File: config.mk
export PLATFORM = sky130hd
export DESIGN_NAME = fwd_hazard_unit
export DESIGN_NICKNAME = d
export VERILOG_FILES = /design/src/rtl/fwd_hazard_unit.sv
export SDC_FILE = /design/constraint.sdc
export NUM_CORES = 1
export LEC_CHECK = 0
export ABC_AREA = 0
export BUFFER_PORTS_ARGS = -buffer_cell sky130_fd_sc_hd__buf_2
export CAP_MARGIN = 20
export CORE_ASPECT_RATIO = 1.5
export CORE_MARGIN = 2
export CORE_UTILIZATION = 25
export CTS_CLUSTER_DIAMETER = 100
export CTS_CLUSTER_SIZE = 20
export DETAILED_ROUTE_END_ITERATION = 10
export SLEW_MARGIN = 20
export SYNTH_ARGS = -nofsm -noshare
export SYNTH_HDL_FRONTEND = slang
export SYNTH_SLANG_ARGS = --single-unit
File: constraint.sdc
create_clock -name clk -period 3.4 [get_ports clk]
set_clock_uncertainty 0.1 [all_clocks]
set_input_delay 0.51 -clock clk [delete_from_list [all_inputs] [get_ports clk]]
set_output_delay 0.51 -clock clk [all_outputs]
set_load 0.05 [all_outputs]
File: src/rtl/fwd_hazard_unit.sv
// fwd_hazard_unit: EX operand forwarding selects and load-use stall control; optional stall counter under FWD_STALL_CNT_EN
module fwd_hazard_unit #(
    parameter int REG_BITS = 5,
    parameter int ZERO_REG = 31
) (
    input  logic                clk,
    input  logic                reset,
    input  logic                hold,
    input  logic                flush,
    input  logic                id_valid,
    input  logic [REG_BITS-1:0] id_rn,
    input  logic [REG_BITS-1:0] id_rm,
    input  logic                id_uses_rn,
    input  logic                id_uses_rm,
    input  logic [REG_BITS-1:0] id_rd,
    input  logic                id_regwrite,
    input  logic                id_memread,
    output logic [1:0]          fwd_a_sel,
    output logic [1:0]          fwd_b_sel,
    output logic                stall,
`ifdef FWD_STALL_CNT_EN
    output logic [31:0]         stall_count,
`endif
    output logic                ex_bubble
);
    localparam logic [REG_BITS-1:0] ZR = REG_BITS'(ZERO_REG);
    logic                ex_valid, ex_uses_rn, ex_uses_rm, ex_regwrite, ex_memread;
    logic [REG_BITS-1:0] ex_rn, ex_rm, ex_rd;
    logic                mem_valid, mem_regwrite, wb_valid, wb_regwrite;
    logic [REG_BITS-1:0] mem_rd, wb_rd;
    logic                mem_a, mem_b, wb_a, wb_b, ex_load, take;

    // Producer matches in MEM/WB for EX sources, and load-use detection against ID
    always_comb begin
        mem_a     = mem_valid && mem_regwrite && mem_rd == ex_rn && ex_rn != ZR;
        mem_b     = mem_valid && mem_regwrite && mem_rd == ex_rm && ex_rm != ZR;
        wb_a      = wb_valid && wb_regwrite && wb_rd == ex_rn && ex_rn != ZR;
        wb_b      = wb_valid && wb_regwrite && wb_rd == ex_rm && ex_rm != ZR;
        fwd_a_sel = !(ex_valid && ex_uses_rn) ? 2'b00 : mem_a ? 2'b10 : wb_a ? 2'b01 : 2'b00;
        fwd_b_sel = !(ex_valid && ex_uses_rm) ? 2'b00 : mem_b ? 2'b10 : wb_b ? 2'b01 : 2'b00;
        ex_load   = ex_valid && ex_memread && ex_regwrite && ex_rd != ZR;
        stall     = id_valid && !flush && ex_load &&
                    ((id_uses_rn && id_rn == ex_rd) || (id_uses_rm && id_rm == ex_rd));
        take      = id_valid && !flush && !stall;
        ex_bubble = !ex_valid;
    end

    // Pipeline shadow registers: shift EX->MEM->WB and load ID (or a bubble) unless frozen
    always_ff @(posedge clk or negedge reset) begin
        if (!reset) begin
            {ex_valid, ex_uses_rn, ex_uses_rm, ex_regwrite, ex_memread} <= '0;
            {ex_rn, ex_rm, ex_rd} <= '0;
            {mem_valid, mem_regwrite, mem_rd} <= '0;
            {wb_valid, wb_regwrite, wb_rd} <= '0;
        end else if (!hold) begin
            wb_valid     <= mem_valid;
            wb_regwrite  <= mem_regwrite;
            wb_rd        <= mem_rd;
            mem_valid    <= ex_valid;
            mem_regwrite <= ex_regwrite;
            mem_rd       <= ex_rd;
            ex_valid     <= take;
            ex_regwrite  <= take && id_regwrite;
            ex_memread   <= take && id_memread;
            ex_uses_rn   <= id_uses_rn;
            ex_uses_rm   <= id_uses_rm;
            ex_rn        <= id_rn;
            ex_rm        <= id_rm;
            ex_rd        <= id_rd;
        end
    end

`ifdef FWD_STALL_CNT_EN
    // Saturating count of cycles that actually inserted a load-use bubble
    always_ff @(posedge clk or negedge reset) begin
        if (!reset)
            stall_count <= '0;
        else if (stall && !hold && stall_count != 32'hFFFF_FFFF)
            stall_count <= stall_count + 32'd1;
    end
`endif
endmodule

# Word-level counts from Yosys, hierarchy flattened
# Cells that the tools add are included.
[word_totals]
register_bits = 34
out_inout_bits = 6
wordCells = 56
[classes]
reduce_logical = 27
eq_ne = 9
muxes = 6
[ops]
columns = ["op", "n"]
rows = [
  ["5-bit == test", 6],
  ["1-bit logical AND", 23],
  ["5-bit inequality test (second input constant)", 3],
  ["2-bit two-way mux", 4],
  ["1-bit zero test", 3],
  ["1-bit two-way mux", 2],
  ["1-bit logical OR", 1],
]

# Depth between registers and ports, before layout
# Gate-level depths: netlist of run 1.
[depth]
ltp_word = 8
ltp_mapped = 4
depth_no_buf = 4

# Least setup slack after synthesis of run 1
# No wires, ideal clock.
[synth_timing]
kind = "reg2out"
from = "register ex_rm[2]"
to = "output port fwd_b_sel[0]"
n_path_buf = 0
t_arrival_ns = 2.196
slack_ns = 0.594
stages_incl_launch_ff = 5
cell_sequence = "dfrtp_1 -> xnor2_1 -> nand4_1 -> nor3_1 -> nor4_1"
[synth_between]
elab_chain_len = 6
word_cells_on_any_way = 10
[synth_rtl]
columns = ["item", "line_no", "rtl"]
rows = [
  ["start, declared", "28", "logic [REG_BITS-1:0] ex_rn, ex_rm, ex_rd;"],
  ["start signal, assigned", "68", "ex_rm <= id_rm;"],
  ["5-bit == test", "38", "wb_b = wb_valid && wb_regwrite && wb_rd == ex_rm && ex_rm != ZR;"],
  ["1-bit logical AND (2 in a row)", "38", ""],
  ["1-bit two-way mux", "40", "fwd_b_sel = !(ex_valid && ex_uses_rm) ? 2'b00 : mem_b ? 2'b10 : wb_b ? 2'b01 : 2'b00;"],
  ["2-bit two-way mux * (2 in a row)", "40", ""],
  ["end, declared", "19", "output logic [1:0] fwd_b_sel,"],
]
# Mark *: on every way between the ends. The rest lies on a longest branch, timed or not.

# Worst setup path after layout of run 1
[layout_timing]
from = "register ex_rd[4]"
to = "output port stall"
[layout_between]
elab_chain_len = 4
word_cells_on_any_way = 9
[layout_rtl]
columns = ["item", "line_no", "rtl"]
rows = [
  ["start, declared", "28", ""],
  ["start signal, assigned", "69", "ex_rd <= id_rd;"],
  ["5-bit inequality test or 5-bit == test (tied branches)", "41, 43", ""],
  ["1-bit logical AND (on tied branches)", "41, 43", ""],
  ["1-bit logical AND or 1-bit logical OR (tied branches)", "42, 43", ""],
  ["1-bit logical AND *", "42", "stall = id_valid && !flush && ex_load &&"],
  ["end, declared", "20", "output logic stall,"],
]
# Marked as above.

==> run_results.csv, run 1 <==
group,metric,value,unit
floorplanning,start_util,0.255,
power_and_ir_drop,power,0.00102,W
placed_design,hpwlAfterDp,3000,µm
synthesis,syn_area_per_cell,12.2,µm²
detailed_routing,first_pass_iters,4,
global_routing,gr-usage-all-layers,0.111,
placed_design,dpl_cell_area,0.00195,mm²
clocking,cts.sinks,34,
clocking,cts.hold.buffers_added,0,
timing,setup_viol,0,
detailed_routing,viasPerCell,4.57,
synthesis,synth_seq_cells,34,
floorplanning,die_width,71.8,µm
floorplanning,io_pins,30,
clocking,postCtsSetupRepairBufs,0,
floorplanning,dieHeight,106,µm
worst_setup_path,crit_path_top_delay_cell,"dfrtp_1",
detailed_routing,drtIter0Drc,27,
power_and_ir_drop,ir_worst_vdd,0.173,mV
timing,max_freq,403,MHz
worst_setup_path,critPathLaunchType,"flop",
clocking,cts_max_level,2,
power_and_ir_drop,power_density,500,mW/mm²
synthesis,synth.distinct_cells,22,
placed_design,gp_congestion,0.746,
global_routing,antenna_found_initial,0,
floorplanning,rows,37,
timing,tightest_slew,0.771,ns
clocking,cts_buffer_depth,2,
timing,rsz0062_at_grt,"no",
timing,fin_crit_sh,0.729,
detailed_routing,remaining_drc_errors,0,
worst_setup_path,critPathMaxFanout,5,
cells_and_area,multi_input_area,848,µm²
synthesis,synthCells,141,
cells_and_area,antennaDiodeCount,0,
clocking,clkTransAtPathRegs,0.07,ns
worst_hold_path,hold_path_class,"in -> async",
detailed_routing,routedWlPerCell,15.0,µm
timing,setup_tns,0,ns
run_status,status,"finished, final reports clean",
timing,finalCriticalPeriod,2.48,ns
clocking,clock-root-buffer,"clkbuf_8",
detailed_routing,vias,1151,
cells_and_area,fin_util,0.302,
worst_setup_path,end_kind,"primary output",
clocking,cts_resized,0,
clocking,cts_tree,"yes",
detailed_routing,ant_nets,0,
clocking,cts_made_buffers,5,
worst_setup_path,worstPathArrival,1.87,ns
cells_and_area,final_area,0.00204,mm²
timing,relSlewSlack,0.486,
timing,slew_viol_final,0,
worst_setup_path,path_class,"reg -> out",
synthesis,syn_nets,165,
worst_setup_path,max_stage_delay,0.47,ns
synthesis,ys_warn_count,0,
clocking,clkLatencyLatePin,0.29,ns
global_routing,grt_pass1_vias,1211,
worst_setup_path,worstPathCellList,"xnor2_1 -> nand4_1 -> o22ai_1 -> and2b_2 -> buf_2",
cells_and_area,layout-drive-gt1-share,0.402,
synthesis,syn-cell-area,0.00172,mm²
cells_and_area,area_delta_synth_final,18.4,%
cells_and_area,seqCellArea,851,µm²
global_routing,grt_start_max_net_pins,38,
cells_and_area,nFillCells,704,
floorplanning,die-area,0.00759,mm²
placed_design,portBuffers,29,
global_routing,grt_remaining_overflow,0,
power_and_ir_drop,leakagePower,0.835,nW
global_routing,grt_pass1_wl,6260,µm
floorplanning,coreArea,0.00676,mm²
synthesis,ys_seq_area_frac,0.494,
flow_run,drv_cap,0,
cells_and_area,fin_nets,197,
timing,hold_viol_final,0,
detailed_routing,wl,3790,µm
worst_setup_path,crit_required,2.79,ns
path summary, 6_finish.rpt:
check                                        startpoint                      end  slack, ns  depth (start not counted)
worst max-delay path               ex_rd[4]$_DFFE_PN0N_                    stall       0.92                          5
worst min-delay path                              reset     ex_rm[4]$_DFFE_PN0N_       0.18                          1
worst max register to register     ex_rd[4]$_DFFE_PN0N_  ex_regwrite$_DFFE_PN0N_       1.86                          4
worst min register to register  wb_regwrite$_DFFE_PN0N_  wb_regwrite$_DFFE_PN0N_       0.40                          1
max in group asynchronous                         reset    mem_rd[1]$_DFFE_PN0N_       2.55                          1
min in group clk                               id_rd[0]     ex_rd[0]$_DFFE_PN0N_       0.35                          2
Yosys cell counts:
library cell / instances / area, µm²
nor4_1: 2 / 12.5
and2b_2: 1 / 8.76
mux2_2: 30 / 338
nor2_1: 3 / 11.3
and4_4: 1 / 11.3
o21ai_0: 1 / 5.00
a211o_1: 1 / 8.76
nand4_1: 6 / 37.5
o22ai_1: 1 / 6.26
nand2_1: 7 / 26.3
a22oi_1: 1 / 7.51
and3_1: 3 / 18.8
dfrtp_1: 34 / 851
buf_2: 4 / 20.0
nand3_1: 7 / 35.0
o21ai_1: 2 / 10.0
nor3_1: 2 / 10.0
inv_1: 1 / 3.75
a32oi_1: 2 / 17.5
o31ai_1: 1 / 7.51
xnor2_1: 30 / 263
nand2b_4: 1 / 13.8
cell type report:
type                       count  share of cell area
clock inverter                 2             0.00613
tap                           78              0.0478
multi-input combinational    102               0.416
sequential                    34               0.417
timing repair buffer          29              0.0711
clock buffer                   6              0.0405
inverter                       1             0.00184
placed cells by master, fill, tap and decap left out:
cell type	n
clkinvlp_4	1
o31ai_1	1
o21ai_1	2
clkbuf_8	6
buf_2	29
nor2_1	3
o22ai_1	1
a211o_1	1
nor3_1	2
clkinv_2	1
xnor2_1	30
and4_4	1
nand4_1	6
and3_1	3
inv_1	1
mux2_2	30
a32oi_1	2
a22oi_1	1
nor4_1	2
and2b_2	1
nand3_1	7
o21ai_0	1
nand2_1	7
dfrtp_1	34
nand2b_4	1
layer usage:
metal | up-vias | routed length, µm | track usage
met5 | - | 0 | 0
li1 | 567 | - | -
met3 | 6 | 107 | 0.0191
met4 | 0 | 109 | 0.0647
met2 | 18 | 2240 | 0.206
met1 | 560 | 1330 | 0.112
sequential cells by signal, summed over array words and instances, names as in the netlist:
name	cells
ex_uses_rm	1
ex_memread	1
wb_regwrite	1
ex_uses_rn	1
ex_rd	5
mem_regwrite	1
wb_valid	1
ex_rn	5
mem_rd	5
mem_valid	1
ex_rm	5
ex_valid	1
ex_regwrite	1
wb_rd	5
power breakdown:
group	switching (W)	leakage, nW	internal [W]	total [W]
Sequential	0.0000702	0.406	0.000456	0.000526
Combinational	0.0000724	0.382	0.000111	0.000184
Clock	0.000148	0.0472	0.000163	0.000310
Total	0.000290	0.835	0.000730	0.00102
cell families after synthesis:
family	share of synthesized area
AOI/OAI and AO/OA	0.0363
xor gates and xnor gates	0.153
buffers and inverters	0.0138
DFF	0.494
muxes	0.196
and+or+nand+nor	0.107
critical path: cells and delay by family, from the launching register on:
family	cells	cell delay (ns)
buffers and inverters	1	0.25
flip-flops	1	0.47
AND/OR/NAND/NOR	2	0.34
AO/OA/AOI/OAI	1	0.32
XOR/XNOR	1	0.20
stage by stage:
stage               setup slack [ns]  instances  hold WS, ns
CTS                            0.887        252        0.207
floorplan                      0.594        141        0.114
detailed placement              1.11        244        0.388
finish                         0.920        252        0.179
global route                   0.819        252        0.248
global placement                1.08        244        0.383
Note: power is estimated with default switching activity, not from simulation.
==> run 2, diff against run 1 <==
--- a/config.mk
+++ b/config.mk
@@ -5,7 +5,7 @@
 export SDC_FILE = /design/constraint.sdc
 export NUM_CORES = 1
 export LEC_CHECK = 0
-export ABC_AREA = 0
+export ABC_AREA = 1
 export BUFFER_PORTS_ARGS = -buffer_cell sky130_fd_sc_hd__buf_2
 export CAP_MARGIN = 20
 export CORE_ASPECT_RATIO = 1.5
==> constraint.sdc (replaced) <==
create_clock -name clk -period 2.1 [get_ports clk]
set_clock_uncertainty 0.1 [all_clocks]
set_input_delay 0.315 -clock clk [delete_from_list [all_inputs] [get_ports clk]]
set_output_delay 0.315 -clock clk [all_outputs]
set_load 0.05 [all_outputs]
==> run_results.csv, run 2 <==
group,metric,value,unit
run_status,status,"finished, final reports clean",
synthesis,ys_seq_area_frac,0.473,
worst_hold_path,hold_path_class,"in -> async",
floorplanning,io_pins,30,
clocking,cts_buffer_depth,2,
cells_and_area,layout-drive-gt1-share,0.180,
timing,rsz0062_at_grt,"no",
synthesis,yosys.area.top_type_share,0.473,
cells_and_area,area_delta_synth_final,18.2,%
power_and_ir_drop,power_density,722,mW/mm²
worst_setup_path,crit_required,1.68,ns
power_and_ir_drop,ir_worst_vdd,0.348,mV
worst_setup_path,worstPathCellList,"nand2_1 -> nand2_1 -> nor2_1 -> nand3_1 -> nand2_1 -> nand2_2 -> inv_1 -> buf_4",
cells_and_area,seqCellArea,852,µm²
worst_setup_path,worstPathArrival,1.57,ns
clocking,clkLatencyLatePin,0.28,ns
synthesis,synthTopCellsByCount,"89 x nand2_1, 34 x dfrtp_1, 29 x o21ai_0",
timing,relSlewSlack,0.487,
cells_and_area,antennaDiodeCount,0,
global_routing,antenna_found_initial,0,
floorplanning,coreArea,0.00690,mm²
floorplanning,rows,37,
cells_and_area,final_common_cell,"nand2_1",
clocking,cts_max_level,2,
synthesis,ys_warn_count,0,
placed_design,hpwlAfterDp,3400,µm
synthesis,synthTopCellsByArea,"dfrtp_1 47%, nand2_1 19%, o21ai_0 8.1%, inv_1 4.4%, xor2_1 4.4%",
timing,max_freq,503,MHz
detailed_routing,routedWlPerCell,12.2,µm
global_routing,grt_start_max_net_pins,47,
detailed_routing,viasPerCell,4.49,
global_routing,grt_remaining_overflow,0,
synthesis,synth.most_common_cell,"nand2_1",
clocking,cts.hold.buffers_added,0,
timing,hold_viol_final,0,
synthesis,synth_seq_cells,34,
worst_setup_path,max_stage_delay,0.42,ns
worst_setup_path,cp_top_family,"simple AND/OR/NAND/NOR gates",
worst_setup_path,critPathMaxFanout,4,
cells_and_area,layout_common_cells,"89 x nand2_1, 33 x dfrtp_1, 29 x o21ai_0, 26 x buf_2, 21 x inv_1",
detailed_routing,drtIter0Drc,51,
detailed_routing,first_pass_iters,4,
timing,tightest_slew,0.770,ns
synthesis,synthCells,246,
clocking,clkTransAtPathRegs,0.07,ns
power_and_ir_drop,leakagePower,1.10,nW
synthesis,syn-cell-area,0.00180,mm²
clocking,cts_made_buffers,5,
placed_design,gp_congestion,0.762,
synthesis,synth.distinct_cells,21,
worst_setup_path,end_kind,"primary output",
cells_and_area,nFillCells,739,
worst_setup_path,crit_top_cell,"nand2_1",
timing,fin_crit_sh,0.947,
synthesis,synthFlopType,"dfrtp_1",
cells_and_area,multi_input_area,811,µm²
cells_and_area,fin_nets,301,
timing,setup_tns,0,ns
synthesis,syn_area_per_cell,7.32,µm²
placed_design,dp_cells,347,
synthesis,syn_nets,270,
detailed_routing,remaining_drc_errors,0,
floorplanning,die-area,0.00791,mm²
detailed_routing,wl,4350,µm
timing,slew_viol_final,0,
global_routing,grt_pass1_vias,1471,
detailed_routing,ant_nets,0,
cells_and_area,final_cells,356,
timing,finalCriticalPeriod,1.99,ns
timing,setup_viol,0,
floorplanning,dieHeight,108,µm
clocking,cts_tree,"yes",
cells_and_area,fin_util,0.309,
synthesis,synth_edf_count,0,
global_routing,grt_pass1_wl,6970,µm
detailed_routing,vias,1600,
global_routing,gr-usage-all-layers,0.118,
worst_setup_path,crit_path_top_delay_cell,"dfrtp_1",
flow_run,drv_cap,0,
placed_design,portBuffers,29,
synthesis,synth_top_area_cell,"dfrtp_1",
timing,whs,0.000209,ns
worst_setup_path,crit_buf_inv,2,
clocking,clock-root-buffer,"clkbuf_8",
floorplanning,start_util,0.261,
floorplanning,die_width,73.3,µm
worst_setup_path,path_class,"reg -> out",
worst_setup_path,critPathLaunchType,"flop",
synthesis,async_reset_ff_frac,1.00,
clocking,cts.sinks,34,
## run 2: cell types whose count changed in the layout (fill, tap and decap cells not counted), moves of 16 or more
cell,previous run,this run
nor2_1,3,19
inv_1,1,21
mux2_2,30,0
xnor2_1,30,2
o21ai_0,1,29
nand2_1,7,89
## run 2: metal layers
layer	up-vias	track usage	part of all wire
li1	832	-	-
met1	732	0.131	0.40
met2	26	0.206	0.53
met3	10	0.0149	0.026
met4	0	0.0792	0.040
met5	-	0	0
## run 2: worst reg2reg max path, stage by stage (launching register included)
cell	delay (ns)
dfrtp_1	0.42
nand2_1	0.08
nand2_1	0.05
nor2_1	0.21
nand3_1	0.11
nand2_1	0.09
nand2_2	0.07
nand2_1	0.07
o21ai_1	0.06
## run 2: cell families after synthesis
kind of cell    synth area share
compound gates            0.0966
xor+xnor                  0.0535
buf+inv                   0.0785
flops                      0.473
simple gates               0.299
## run 2: power by group
part	total (W)	switching (W)	internal [W]
logic	0.000249	0.000152	0.0000969
clock network	0.000499	0.000235	0.000264
registers	0.000789	0.0000707	0.000718
total	0.00154	0.000457	0.00108
## run 2: repair_timing
item,in CTS,in global routing
setup endpoints to repair,0,3
setup buffers,0,1
gates resized for setup,0,8
## run 2: path summary, 6_finish.rpt
kind / from / end / slack (ns) / depth (start not counted)
setup reg to reg: ex_rd[1]$_DFFE_PN0N_ / ex_valid$_DFFE_PN0N_ / 0.71 / 8
max in group asynchronous: reset / ex_rd[2]$_DFFE_PN0N_ / 1.37 / 1
setup / recovery: ex_rd[1]$_DFFE_PN0N_ / stall / 0.11 / 8
hold / removal: reset / ex_rd[1]$_DFFE_PN0N_ / 0.0002 / 1
hold reg to reg: ex_uses_rm$_DFFE_PN0N_ / ex_uses_rm$_DFFE_PN0N_ / 0.38 / 2
min in group clk: id_rd[1] / ex_rd[1]$_DFFE_PN0N_ / 0.13 / 3
## run 2: layout make-up
| class | instances | share of cell area |
|---|---|---|
| Inverter | 28 | 0.0494 |
| Timing Repair Buffer | 31 | 0.0805 |
| Tap cell | 78 | 0.0459 |
| Sequential cell | 34 | 0.400 |
| Clock buffer | 7 | 0.0406 |
| Multi-Input combinational cell | 177 | 0.381 |
| Clock inverter | 1 | 0.00235 |
## run 2: stage by stage
step	total power, W	instance area, µm²	worst slack, ns
5_1_grt	0.00162	2130	0.0171
2_1_floorplan	0.000956	1800	0.181
4_1_cts	0.00155	2110	0.0402
3_3_place_gp	0.00105	2010	0.351
6_report	0.00154	2130	0.111
3_5_place_dp	0.00105	2010	0.351
